<file path="src/rtl/acc_pkg.sv">
// -----------------------------------------------------------------------------
// acc_pkg
// Shared definitions for the shift-and-add multiplier accumulator register:
//   - ACC_W_DEFAULT : default operand width
//   - ACC_REG_W     : register width at the default operand width (2*W+1)
//   - acc_op_t      : register operation, decoded from Load/Ad/Sh
//   - acc_decode()  : priority decode of the three command levels
//   - acc_cnt_w()   : width of the optional shift counter for a given W
// -----------------------------------------------------------------------------
package acc_pkg;

  localparam int ACC_W_DEFAULT = 16;
  localparam int ACC_REG_W     = 2 * ACC_W_DEFAULT + 1;

  typedef enum logic [2:0] {
    OP_HOLD,
    OP_LOAD,
    OP_ADD,
    OP_SHIFT,
    OP_ADD_SHIFT
  } acc_op_t;

  // Load dominates; otherwise Ad and Sh combine into add, shift or add+shift.
  function automatic acc_op_t acc_decode(input logic load, input logic ad,
                                         input logic sh);
    if (load)           return OP_LOAD;
    else if (ad && sh)  return OP_ADD_SHIFT;
    else if (ad)        return OP_ADD;
    else if (sh)        return OP_SHIFT;
    else                return OP_HOLD;
  endfunction

  // Enough bits to hold the value W itself (the saturation point).
  function automatic int acc_cnt_w(input int w);
    return $clog2(w) + 1;
  endfunction

endpackage

</file>
<file path="src/rtl/acc_if.sv">
// -----------------------------------------------------------------------------
// acc_if
// Command/data bundle between the multiplier control FSM (master) and the
// accumulator register (slave).
//   Entradas [2W:0] : {adder sum incl. carry, multiplier operand}
//   Load            : initialise register with the multiplier
//   Ad              : capture adder sum into the upper slice
//   Sh              : logical shift right by one
//   Saidas   [2W:0] : register contents (Saidas[0] = current multiplier bit)
//   Cnt, Done       : shift count / count reached W (only with
//                     ACC_SHIFT_COUNT_EN defined)
// -----------------------------------------------------------------------------
interface acc_if
  import acc_pkg::*;
#(
  parameter int W = ACC_W_DEFAULT
) ();

  logic [2*W:0]            Entradas;
  logic                    Load;
  logic                    Ad;
  logic                    Sh;
  logic [2*W:0]            Saidas;
`ifdef ACC_SHIFT_COUNT_EN
  logic [acc_cnt_w(W)-1:0] Cnt;
  logic                    Done;
`endif

  modport master (
    output Entradas, Load, Ad, Sh,
    input  Saidas
`ifdef ACC_SHIFT_COUNT_EN
    , input Cnt, Done
`endif
  );

  modport slave (
    input  Entradas, Load, Ad, Sh,
    output Saidas
`ifdef ACC_SHIFT_COUNT_EN
    , output Cnt, Done
`endif
  );

endinterface

</file>
<file path="src/rtl/acc_shift_cnt.sv">
// -----------------------------------------------------------------------------
// acc_shift_cnt
// Saturating count of shifts since the last Load or reset, plus a registered
// Done flag that is high exactly while the count equals W.
//   Clk    : rising-edge clock
//   Rst    : synchronous active-low reset
//   clr_i  : clear the count (Load)
//   sh_i   : a shift happens on this edge
//   cnt_o  : current count, 0..W
//   done_o : cnt_o == W
// -----------------------------------------------------------------------------
module acc_shift_cnt
  import acc_pkg::*;
#(
  parameter int W = ACC_W_DEFAULT
) (
  input  logic                    Clk,
  input  logic                    Rst,
  input  logic                    clr_i,
  input  logic                    sh_i,
  output logic [acc_cnt_w(W)-1:0] cnt_o,
  output logic                    done_o
);

  localparam int              CW      = acc_cnt_w(W);
  localparam logic [CW-1:0]   CNT_MAX = CW'(W);

  logic [CW-1:0] cnt_q, cnt_d;
  logic          done_q, done_d;

  always_comb begin
    cnt_d = cnt_q;
    if (clr_i)
      cnt_d = '0;
    else if (sh_i && (cnt_q != CNT_MAX))
      cnt_d = cnt_q + CW'(1);
    // Derive Done from the next count so it lines up with cnt_q.
    done_d = (cnt_d == CNT_MAX);
  end

  always_ff @(posedge Clk) begin
    if (!Rst) begin
      cnt_q  <= '0;
      done_q <= 1'b0;
    end else begin
      cnt_q  <= cnt_d;
      done_q <= done_d;
    end
  end

  assign cnt_o  = cnt_q;
  assign done_o = done_q;

endmodule

</file>
<file path="src/rtl/acc.sv">
// -----------------------------------------------------------------------------
// acc
// Accumulator/multiplier register of a sequential shift-and-add multiplier.
// Holds a 2W+1-bit word: {carry, partial product} in [2W:W], the multiplier
// (consumed LSB-first) in [W-1:0]. The sum is formed outside and presented on
// Entradas[2W:W]; this block only captures and shifts.
//   Clk : rising-edge clock
//   Rst : synchronous active-low reset
//   bus : acc_if.slave (Entradas, Load, Ad, Sh in; Saidas out;
//         Cnt, Done out when ACC_SHIFT_COUNT_EN is defined)
// Optional feature macro: ACC_SHIFT_COUNT_EN adds the saturating shift
// counter (acc_shift_cnt) and its Done flag.
// -----------------------------------------------------------------------------
module acc
  import acc_pkg::*;
#(
  parameter int W = ACC_W_DEFAULT
) (
  input  logic Clk,
  input  logic Rst,
  acc_if.slave bus
);

  localparam int RW = 2 * W + 1;

  acc_op_t       op;
  logic [RW-1:0] reg_q, reg_d;

  // NOTE: every output of this block gets a default first, so no path can
  // leave reg_d unassigned and infer a latch.
  always_comb begin
    op    = acc_decode(bus.Load, bus.Ad, bus.Sh);
    reg_d = reg_q;
    unique case (op)
      OP_LOAD:      reg_d = {{(W+1){1'b0}}, bus.Entradas[W-1:0]};
      OP_ADD:       reg_d[2*W:W] = bus.Entradas[2*W:W];
      OP_SHIFT:     reg_d = {1'b0, reg_q[2*W:1]};
      // The sum bypasses the register and is shifted in the same edge; the
      // multiplier bit just consumed (reg_q[0]) falls off the end.
      OP_ADD_SHIFT: reg_d = {1'b0, bus.Entradas[2*W:W], reg_q[W-1:1]};
      default:      ;
    endcase
  end

  // NOTE: reset is sampled on the clock edge only (synchronous), and state is
  // written with non-blocking assignments so all flops update together.
  always_ff @(posedge Clk) begin
    if (!Rst) reg_q <= '0;
    else      reg_q <= reg_d;
  end

  assign bus.Saidas = reg_q;

`ifdef ACC_SHIFT_COUNT_EN
  logic [acc_cnt_w(W)-1:0] cnt;
  logic                    done;

  // Load ignores Sh, so a Load edge never counts as a shift.
  acc_shift_cnt #(.W(W)) u_shift_cnt (
    .Clk    (Clk),
    .Rst    (Rst),
    .clr_i  (bus.Load),
    .sh_i   (bus.Sh),
    .cnt_o  (cnt),
    .done_o (done)
  );

  assign bus.Cnt  = cnt;
  assign bus.Done = done;
`endif

endmodule

</file>
<file path="src/flat_wrapper.sv">
// flat-port wrapper written by rule: the top's interface ports become plain ports
module acc_flat import acc_pkg::*;
#(
  parameter int W = ACC_W_DEFAULT
)
  (Clk, Rst, bus_Entradas, bus_Load, bus_Ad, bus_Sh, bus_Saidas);
  acc_if #(.W(W)) bus_i ();
  input  logic Clk;
  input  logic Rst;
  input wire logic [$bits(bus_i.Entradas)-1:0] bus_Entradas;
  input wire logic [$bits(bus_i.Load)-1:0] bus_Load;
  input wire logic [$bits(bus_i.Ad)-1:0] bus_Ad;
  input wire logic [$bits(bus_i.Sh)-1:0] bus_Sh;
  output wire logic [$bits(bus_i.Saidas)-1:0] bus_Saidas;
  assign bus_i.Entradas = bus_Entradas;
  assign bus_i.Load = bus_Load;
  assign bus_i.Ad = bus_Ad;
  assign bus_i.Sh = bus_Sh;
  assign bus_Saidas = bus_i.Saidas;
  acc #(.W(W)) u_core (.Clk(Clk), .Rst(Rst), .bus(bus_i));
endmodule
</file>
<file path="config.mk">
export PLATFORM = sky130hd
export DESIGN_NAME = acc_flat
export DESIGN_NICKNAME = d
export VERILOG_FILES = /design/src/rtl/acc_pkg.sv /design/src/rtl/acc_if.sv /design/src/rtl/acc_shift_cnt.sv /design/src/rtl/acc.sv /design/src/flat_wrapper.sv
export SDC_FILE = /design/constraint.sdc
export NUM_CORES = 1
export LEC_CHECK = 0
export ABC_AREA = 0
export CAP_MARGIN = 20
export CELL_PAD_IN_SITES_DETAIL_PLACEMENT = 1
export CELL_PAD_IN_SITES_GLOBAL_PLACEMENT = 1
export CORE_MARGIN = 2
export CORE_UTILIZATION = 31
export CTS_BUF_LIST = sky130_fd_sc_hd__clkbuf_16
export CTS_CLUSTER_DIAMETER = 100
export DETAILED_ROUTE_END_ITERATION = 16
export PLACE_DENSITY = 0.84
export SYNTH_ARGS = -nofsm -noshare
export SYNTH_HDL_FRONTEND = slang
export SYNTH_SLANG_ARGS = --single-unit
</file>
<file path="constraint.sdc">
create_clock -name Clk -period 2.1 [get_ports Clk]
set_input_delay 0.42 -clock Clk [delete_from_list [all_inputs] [get_ports Clk]]
set_output_delay 0.42 -clock Clk [all_outputs]
set_load 0.05 [all_outputs]
</file>
* After elaboration in Yosys (flattened, before gate mapping)
Cells that the tools add are included.
** Word-level totals
- Output and inout bits :: 33
- Bits in registers :: 33
- Logic and storage cells :: 15
** Operators by class
- Eq/ne operators :: 4
- Muxes and demuxes :: 6
- Reductions and logical operators :: 3
** Operators with widths (count)
- case mux 17 bit (4 select lines) :: 1
- case mux 16 bit (3 select lines) :: 1
- 2-to-1 mux 3 bit :: 3
- == test 3 x 2 -> 1 bit, second input constant :: 2
- nonzero test 4 bit :: 1
- == test 3 x 1 -> 1 bit, second input constant :: 1
- == test 3 bit, second input constant :: 1
- nonzero test 3 bit :: 1
- 2-to-1 mux 2 bit :: 1
- logical AND 1 bit :: 1

* Longest topological paths before layout
- Depth after elaboration :: 6
- Depth in mapped cells :: 9
- Gate-level depth less buffers :: 6

* Least setup slack after synthesis
No wires, ideal clock.
- Path type :: input to register
- Start :: in bus_Ad
- End :: reg u_core.reg_q[14], in the netlist u_core.bus.Saidas[14]
- Library setup time :: 0.120 ns
- Stages on the path :: 9
- Arrival :: 1.779 ns
- Slack :: 0.202 ns
- Buffers on the path :: 3
- Cell sequence :: inv_1 -> ha_1 -> buf_6 -> and3b_1 -> buf_6 -> o21ba_4 -> buf_6 -> a221oi_2 -> nor2_1
** Between the ends
- Word-level cells in the longest chain between the ends :: 5
- Elaborated cells on any way between the ends :: 9
** RTL lines
- start, declared :: RTL line flat_wrapper.sv:12 : input wire logic [$bits(bus_i.Ad)-1:0] bus_Ad;
- 2-to-1 mux 3 bit or logical AND 1 bit (tied branches) :: RTL line acc_pkg.sv:28, acc_pkg.sv:27
- 2-to-1 mux 3 bit * :: RTL line acc_pkg.sv:27 : else if (ad && sh) return OP_ADD_SHIFT;
- 2-to-1 mux 3 bit * :: RTL line acc_pkg.sv:26 : if (load) return OP_LOAD;
- == test 3 bit (tied with other cells) :: RTL line acc.sv:34 : unique case (op)
- case mux 16 bit (3 select lines) or nonzero test 3 bit (tied branches)
- end signal, assigned :: RTL line acc.sv:49 : else reg_q <= reg_d;
- end, declared :: RTL line acc.sv:27 : logic [RW-1:0] reg_q, reg_d;
Mark *: on every way between the ends. The rest lies on a longest branch, timed or not.
A chain may end at the register's enable or synchronous reset.

* Final worst setup path
- Start :: reg u_core.reg_q[17], in the netlist u_core.bus.Saidas[17]
- End :: out bus_Saidas[17]
** RTL lines
- end, declared :: RTL line flat_wrapper.sv:14 : output wire logic [$bits(bus_i.Saidas)-1:0] bus_Saidas;
No word-level cell between the ends.

==> summary.md <==
| Metric | Value |
|---|---|
| Status | finished, final reports clean |
| Max reg flops | 33 |
| Part of the power in registers | 0.365 |
| Crit path arrival time | 1520 ps |
| RSZ-0062 raised after global routing | no |
| Storage cell area | approximately 660 um2 |
| Register area share after synthesis | 0.382 |
| Reg-to-Reg Start | u_core.bus.Saidas[17] |
| CTS sink count | 33 |
| Post-DRT Antenna Nets | 0 |
| Multi-input gate area | 980 um2 |
| CP cell instances | clkdlybuf4s50_1 |
| Share of layout cells above drive strength 1 | 0.207 |
| Post-synth EDFFs | 0 |
| Clock skew | between 5 and 6 ps |
| DR vias/cell | between 5 and 6 |
| CP max FO | 3 |
| Top cell type by total area after synthesis | dfxtp_1 |
| Max frequency | roughly 520 MHz |
| Max-slew headroom | 0.652 |
| Htree depth | 2 |
| Nets | 319 |
| Router iterations before antenna repair | 4 |
| Worst Path Class, Setup | register to primary output |
| Critical path launch point | u_core.bus.Saidas[17] |
| HP Class | register to register |
| Synth async-reset ratio | 0 |
| CP max-delay cell | clkdlybuf4s50_1 |
| Hold_sp | u_core.bus.Saidas[28] |
| Die Ht | slightly below 80 um |
| Avg WL per Cell | between 15 and 20 um |
| Syn Inst Count | 187 |
| Total gr overflow | 0 |
| Final worst path period need | 1940 ps |
| Synth Net Count | 227 |
| CTS clk-pin slew, worst paths | 60 ps |
| Die Span X | 78.7 um |
| HPWL after DPL | 4550 um |
| Synth area leaders | dfxtp_1 (38%), a221oi_2 (8.7%), a22o_1 (6.6%) |
| Vias | 1,929 |
| Synth Register Bits | 33 |
| Routability congestion estimate | 0.831 |
| Residual DRC count | 0 |
| Primary FF master, synth | dfxtp_1 |
| Top-count cell post-synth | dfxtp_1 |
| Power density over cell area | ~660 nW/um2 |
| Synth cell types | 37 |
| Syn. warnings | 0 |
| First DRT Iteration DRCs | around 150 |
| Worst IR drop on VDD | 0.000293 V |
| Slew Limit Fails | 0 |
| CP top delay family | buffers and inverters |
| Pin count of the biggest net entering global routing | 19 |
| Worst Setup Start Kind | register |
| Switching share of power | 0.302 |
| Post-synth top cells | dfxtp_1 (33), nor2_1 (18), a21oi_1 (15), nand2_1 (15), a22oi_1 (14) |
| Reg-to-reg slack, setup | 990 ps |
| Initial antenna violation count | 0 |
| Pwr Total | around 1.9 mW |
| Root Buffer | clkbuf_16 |
| Period utilisation layout | 0.925 |
| # port buffers | 70 |
| Number of global-route vias before repair | 1,985 |
| Routed WL | 6430 um |
| Share of total power in the clock network | 0.381 |
| Worst path max stage delay | 840 ps |
| Core Rows | 27 |
| First-pass GRT wire length | 10,000 um |
| Clk buf depth | 2 |
| Worst-Skew Late Latency | between 200 and 300 ps |
| Setup violators final | 0 |
| Psw | 564 uW |
| # Max-Cap Violations | 0 |
| CP endpoint kind | primary output |
| Worst path bufs/invs | 1 |
| Global Route Usage Sum | 0.207 |
| Area Overhead vs Synth | 64.4% |
| Fin. Hold Viols | 0 |
| Leakage | 1.10 nW |
| Yosys top cell area share | 0.382 |
| Worst slew pin tran | 520 ps |
| TritonCTS Buffers | 5 |
| Fillcell total | 632 |
| Die Area | 6190 um2 |
| Initial Util | 0.318 |
| Core Region | 5440 um2 |
| Worst hold margin | 490 ps |
| Worst path required time | 1680 ps |
| TritonCTS clock tree | done |
| Logic pwr share | 0.254 |
| Power Internal | 1.30 mW |
| Post-synthesis cell area | 1730 um2 |
| I/O pin total | 71 |
| Number of diodes | 0 |
| Syn Area/Cell | between 9 and 10 um2 |
## layer usage
layer / wire, um / up-vias / GRT usage
met5: 0 / - / 0
met3: 243 / 7 / 0.0356
met4: 76 / 0 / 0.0719
li1: - / 897 / -
met1: 2700 / 980 / 0.249
met2: 3410 / 45 / 0.369
## kinds of logic after synthesis
| family | after synthesis | synth area share |
|---|---|---|
| flip-flops | 33 | 0.382 |
| AND/OR/NAND/NOR | 54 | 0.163 |
| buffers and inverters | 22 | 0.0745 |
| XOR/XNOR | 1 | 0.00507 |
| AO/OA/AOI/OAI | 74 | 0.355 |
| multiplexers | 1 | 0.00579 |
| adder cells (fa/ha/maj) | 2 | 0.0145 |
## worst paths after layout
check | endpoint | cells after the start
setup reg to reg | u_core.bus.Saidas[16] | 3
hold / removal | u_core.bus.Saidas[28] | 2
setup / recovery | bus_Saidas[17] | 1
hold reg to reg | u_core.bus.Saidas[28] | 2
## area by class of cell
class,instances,share of cell area
timing repair buffer,102,0.337
clock buffer,5,0.0440
multi-input combinational,133,0.345
clock inverter,3,0.00484
inverter,4,0.00528
tap,72,0.0317
sequential,33,0.232
## through the flow
step	instances	setup slack (ps)	instance area, um2	util	TNS, ps
6_report	352	158	2840	0.523	0
5_1_grt	352	135	2840	0.523	0
4_1_cts	344	8.30	2770	0.509	0
3_5_place_dp	336	-401	2610	0.479	-10710
3_3_place_gp	336	-243	2610	0.479	-6750
2_1_floorplan	187	202	1730	-	0
## what timing repair did
action | CTS | global route
cloned | 0 | 1
hold buffers | 0 | 0
hold endpoints to repair | 0 | 0
endpoints found under the setup margin | 29 | 29
resized for setup | 4 | 5
buffers inserted | 0 | 7
pin swaps | 0 | 3
## cell usage in the layout (no fill, tap or decap), drive strengths merged
cell type,netlist,final
clkinv,1,3
clkbuf,5,5
a32o,2,2
clkdlybuf4s50,0,68
buf,13,32
nand3,2,2
and3,9,9
inv,3,4
o21ai,8,8
and3b,1,1
o31ai,1,1
nor4b,1,1
dlymetal6s2s,0,2
a22oi,14,14
or2b,1,1
o21ba,1,2
nand2,15,15
nand2b,1,1
a222oi,1,1
a21oi,15,15
a221oi,16,16
o211ai,1,1
dfxtp,33,33
ha,2,2
a22o,13,13
nor3,1,1
o211a,1,1
nor2,18,18
nor3b,2,2
a31oi,1,1
nor2b,1,1
mux2i,1,1
xor2,1,1
nor4,2,2
## power by group through the flow
stage,clock network (mW),logic (mW),registers (mW)
CTS,0.713,0.463,0.682
detailed placement,0,0.452,0.695
finish,0.711,0.474,0.682
global route,0.751,0.500,0.685
floorplan,0,0.151,0.788
global placement,0,0.441,0.694
Note: power is estimated with default switching activity, not from simulation.
==> variant 1, RTL diff (config.mk and constraints unchanged) <==
Reset style: asynchronous (`Rst`), changed in one clocked block. Comments in the files are not updated.
--- a/src/rtl/acc.sv
+++ b/src/rtl/acc.sv
@@ -46,3 +46,3 @@
   // written with non-blocking assignments so all flops update together.
-  always_ff @(posedge Clk) begin
+  always_ff @(posedge Clk or negedge Rst) begin
     if (!Rst) reg_q <= '0;
Check against the original RTL: differs if Rst is asserted again (counterexample within 4 cycles, from zero or initial values and one cycle with Rst low); with Rst held inactive, the same outputs for 10 cycles.
==> variant 1 against the unedited design <==
Design area increased by 1.8%. Worst hold slack better by 0.019 ns. Largest cell class unchanged. Non-clock buffer count decreased by 15. Power is 4.3% higher. Clock power down 1%. Cell count decreased by 8.5%. Area after synthesis rose by 7.9%. Critical path depth is 5 higher. Clock skew is 0.0034 ns lower. Sequential power is 2.9% higher. Routed wire length fell by 11%. Via count shrank 11%. Sequential cell count stayed put. Setup slack got worse by 0.046 ns.
==> variant 1: results (changes against the unedited design) <==
status: "finished, final reports clean"
root_buffer: "clkbuf_16"
drt_iter0_drc: 60  # -61%
grt_pass1_vias: 1870  # -5.8%
postSynthNetCount: 207  # -8.8%
cts.htree.levels: 2  # unchanged
largest_reg_flops: 33  # unchanged
dp_hpwl_mm: 4.02  # -12%
critPathArrivalTime_ns: 2.20  # +0.68 ns
clockBufferDepth: 2  # unchanged
async_flop_share_pct: 100  # +100 points
place_inst: 314  # -6.5%
portBuffers: 70  # unchanged
ir_drop_mv: 0.383  # +31%
n_fill_cell: 635  # +0.47%
clk_pin_slew_ns: 0.05
routed_wl_mm: 5.72  # -11%
syn_avg_cell_area_sq_um: 11.2  # +21%
grt_overflow_total: 0  # unchanged
clk-insertion-delay-late_ns: 0.27
grt_first_pass_wirelength_mm: 9.20  # -8.3%
gp_congestion: 0.734  # -12%
place_ws_ns: -0.297  # +0.103 ns
grt_max_degree: 34  # +15
cts_buffers: 5  # unchanged
min_path_type: "reg -> reg"
p_leak_nw: 1.21  # +9.2%
ys_seq_area_share_pct: 44.3  # +6.1 points
path_max_fanout: 15  # +12
first_pass_iters: 4  # unchanged
synth_common_cells: "dfrtp_1, inv_1, o32ai_1"
wire_per_inst_um: 17.8  # -2.8%
fin_nets: 286  # -10%
switching_power_mw: 0.594  # +5.3%
yosys-top-cells-area: "dfrtp_1, mux2_2, o32ai_1, a22o_1, a22oi_1"
skew_ns: 0.00209  # -0.00345 ns
ys_types: 28  # -24%
worst_slew_pin_slew_ns: 0.940  # +0.421 ns
antenna_found_initial: 0  # unchanged
grt.total_usage_pct: 17.9  # -2.8 points
drive_above_1_share_pct: 22.3  # +1.6 points
synth_warnings: 0  # unchanged
viasPerCell: 5.36  # -2.2%
antenna_cells: 0  # unchanged
==> variant 1: worst paths after layout <==
check / startpoint / to / slack (ns) / cells after the start
min reg2reg: u_core.bus.Saidas[10] / u_core.bus.Saidas[9] / 0.51 / 1
min in group asynchronous: Rst / u_core.bus.Saidas[0] / 0.56 / 2
max reg2reg: u_core.bus.Saidas[22] / u_core.bus.Saidas[21] / 1.00 / 3
max: bus_Sh / u_core.bus.Saidas[11] / 0.11 / 6
max in group asynchronous: Rst / u_core.bus.Saidas[31] / 1.22 / 2
min: u_core.bus.Saidas[10] / u_core.bus.Saidas[9] / 0.51 / 1
==> variant 1: layer usage <==
| layer | part of all wire [%] | global-route usage, % |
|---|---|---|
| met1 | 43 | 21.9 |
| met4 | 0.63 | 3.50 |
| met5 | 0 | 0 |
| met2 | 50 | 31.7 |
| met3 | 6.7 | 4.95 |
==> variant 1: what timing repair did <==
| item | CTS | global route |
|---|---|---|
| setup buffers | 0 | 0 |
| setup endpoints to repair | 2 | 21 |
| gates resized for setup | 1 | 4 |
==> variant 1: power by group through the flow <==
stage          combinational, mW  sequential [mW]  clock, mW
2_1_floorplan              0.172            0.835          0
3_3_place_gp               0.526            0.712          0
3_5_place_dp               0.535            0.713          0
4_1_cts                    0.542            0.702      0.721
5_1_grt                    0.577            0.707      0.749
6_report                   0.541            0.702      0.704
==> variant 1: logic make-up (layout without fill, tap and decap cells) <==
group           Yosys count  after routing  share of synthesized area, %
compound gates           68             68                          30.8
xor+xnor                  1              1                         0.470
fa+ha+maj                 2              2                          1.34
buf+inv                  33            113                          7.98
flops                    33             33                          44.3
mux                      17             17                          10.2
simple gates             13             13                          4.96
==> variant 1: worst max-delay path, cell delays in order <==
cell,delay [ns]
clkdlybuf4s50_1,0.57
ha_4,0.26
or3b_4,0.41
a211oi_4,0.25
buf_12,0.17
a21o_1,0.12
==> variant 1: area by class of cell <==
cell class,count,share of cell area (%)
clock buffers,5,4.32
inverters,18,2.33
well taps,75,3.24
clock inverters,3,0.605
multi-input cells,101,31.5
repair buffers,87,29.5
flip-flops and latches,33,28.5
==> variant 1: per-stage QoR <==
| step | utilization (%) | hold WS [ns] | area, sq um | setup TNS [ns] |
|---|---|---|---|---|
| 4_1_cts | 49.2 | 0.514 | 2880 | 0 |
| 6_report | 49.5 | 0.510 | 2900 | 0 |
| 3_3_place_gp | 46.7 | 0.487 | 2730 | -5.22 |
| 3_5_place_dp | 46.7 | 0.500 | 2730 | -7.72 |
| 5_1_grt | 49.5 | 0.530 | 2900 | 0 |
| 2_1_floorplan | - | 0.124 | 1870 | 0 |
==> variant 2, RTL diff (same flow settings) <==
Made on the original files. Set the package constant `ACC_W_DEFAULT` to 20 (it was 16).
--- a/src/rtl/acc_pkg.sv
+++ b/src/rtl/acc_pkg.sv
@@ -11,3 +11,3 @@
 
-  localparam int ACC_W_DEFAULT = 16;
+  localparam int ACC_W_DEFAULT = 20;
   localparam int ACC_REG_W     = 2 * ACC_W_DEFAULT + 1;
Ports: changed (resized bus_Entradas and bus_Saidas); port bits go from 71 to 87. No check against the original RTL was run, so the function may have changed too.
==> variant 2 against the unedited design <==
Core utilization increased by 1.4 points. Sequential cell count increased by 8. Area after synthesis increased by 20%. Sequential share of layout area increased by 0.56 points. Critical path type unchanged. Setup slack got worse by 0.028 ns. Design area increased by 21%. Non-clock buffer count increased by 13. Routed wire length increased by 24%. Power increased by 18%.
==> variant 2: results (changes against the unedited design) <==
postPlaceCellArea_sq_um: 3180  # +22%
postSynthNetCount: 277  # +22%
viasPerCell: 5.62  # +2.5%
grt_max_degree: 21  # +2
status: "finished, final reports clean"
internal-power_mw: 1.53  # +18%
ys_seq_area_share_pct: 39.4  # +1.2 points
synth_compound_area_share_pct: 37.9  # +2.4 points
synthMuxAreaShare_pct: 2.16  # +1.6 points
wire_per_inst_um: 19.6  # +7.0%
gp_congestion: 0.869  # +4.5%
ir_drop_mv: 0.298  # +1.4%
p_leak_nw: 1.29  # +17%
portBuffers: 86  # +23%
grt_pass1_vias: 2383  # +20%
largest_reg_flops: 41  # +24%
critPathArrivalTime_ns: 1.55  # +0.03 ns
grt.total_usage_pct: 21.4  # +0.67 points
grt_first_pass_wirelength_mm: 12.5  # +25%
drive_above_1_share_pct: 17.9  # -2.8 points
syn_avg_cell_area_sq_um: 9.09  # -1.7%
switching_power_mw: 0.674  # +20%
combPwrFrac_pct: 28.1  # +2.7 points
place_inst: 395  # +18%
dp_hpwl_mm: 5.36  # +18%
postCtsResizedCells: 10  # +6
ys_types: 34  # -8.1%
synthXorXnorAreaFrac_pct: 0.421  # -0.086 points
synth_common_cells: "dfxtp_1, nor2_1, a22oi_1, o21ai_0, a22o_1"
fin_nets: 377  # +18%
drt_iter0_drc: 78  # -49%
## variant 2: per-layer routing
layer,part of all wire [%],global-route usage [%]
met4,1.3,5.77
met1,44,27.0
met5,0,0
met3,4.0,2.79
met2,51,38.1
## variant 2: worst paths after layout
| check | start | end | slack, ns | depth (start not counted) |
|---|---|---|---|---|
| max | u_core.bus.Saidas[18] | bus_Saidas[18] | 0.13 | 1 |
| min | u_core.bus.Saidas[40] | u_core.bus.Saidas[40] | 0.52 | 2 |
| max reg2reg | u_core.bus.Saidas[40] | u_core.bus.Saidas[39] | 0.97 | 4 |
| min reg2reg | u_core.bus.Saidas[40] | u_core.bus.Saidas[40] | 0.52 | 2 |
## variant 2: area by class of cell
class | instances | area (sq um)
clock buffers | 5 | 125
clock inverters | 3 | 13.8
fillers | 706 | 2970
inverters | 4 | 15.0
multi-input cells | 162 | 1170
flip-flops and latches | 41 | 821
well taps | 77 | 96.3
repair buffers | 115 | 1210
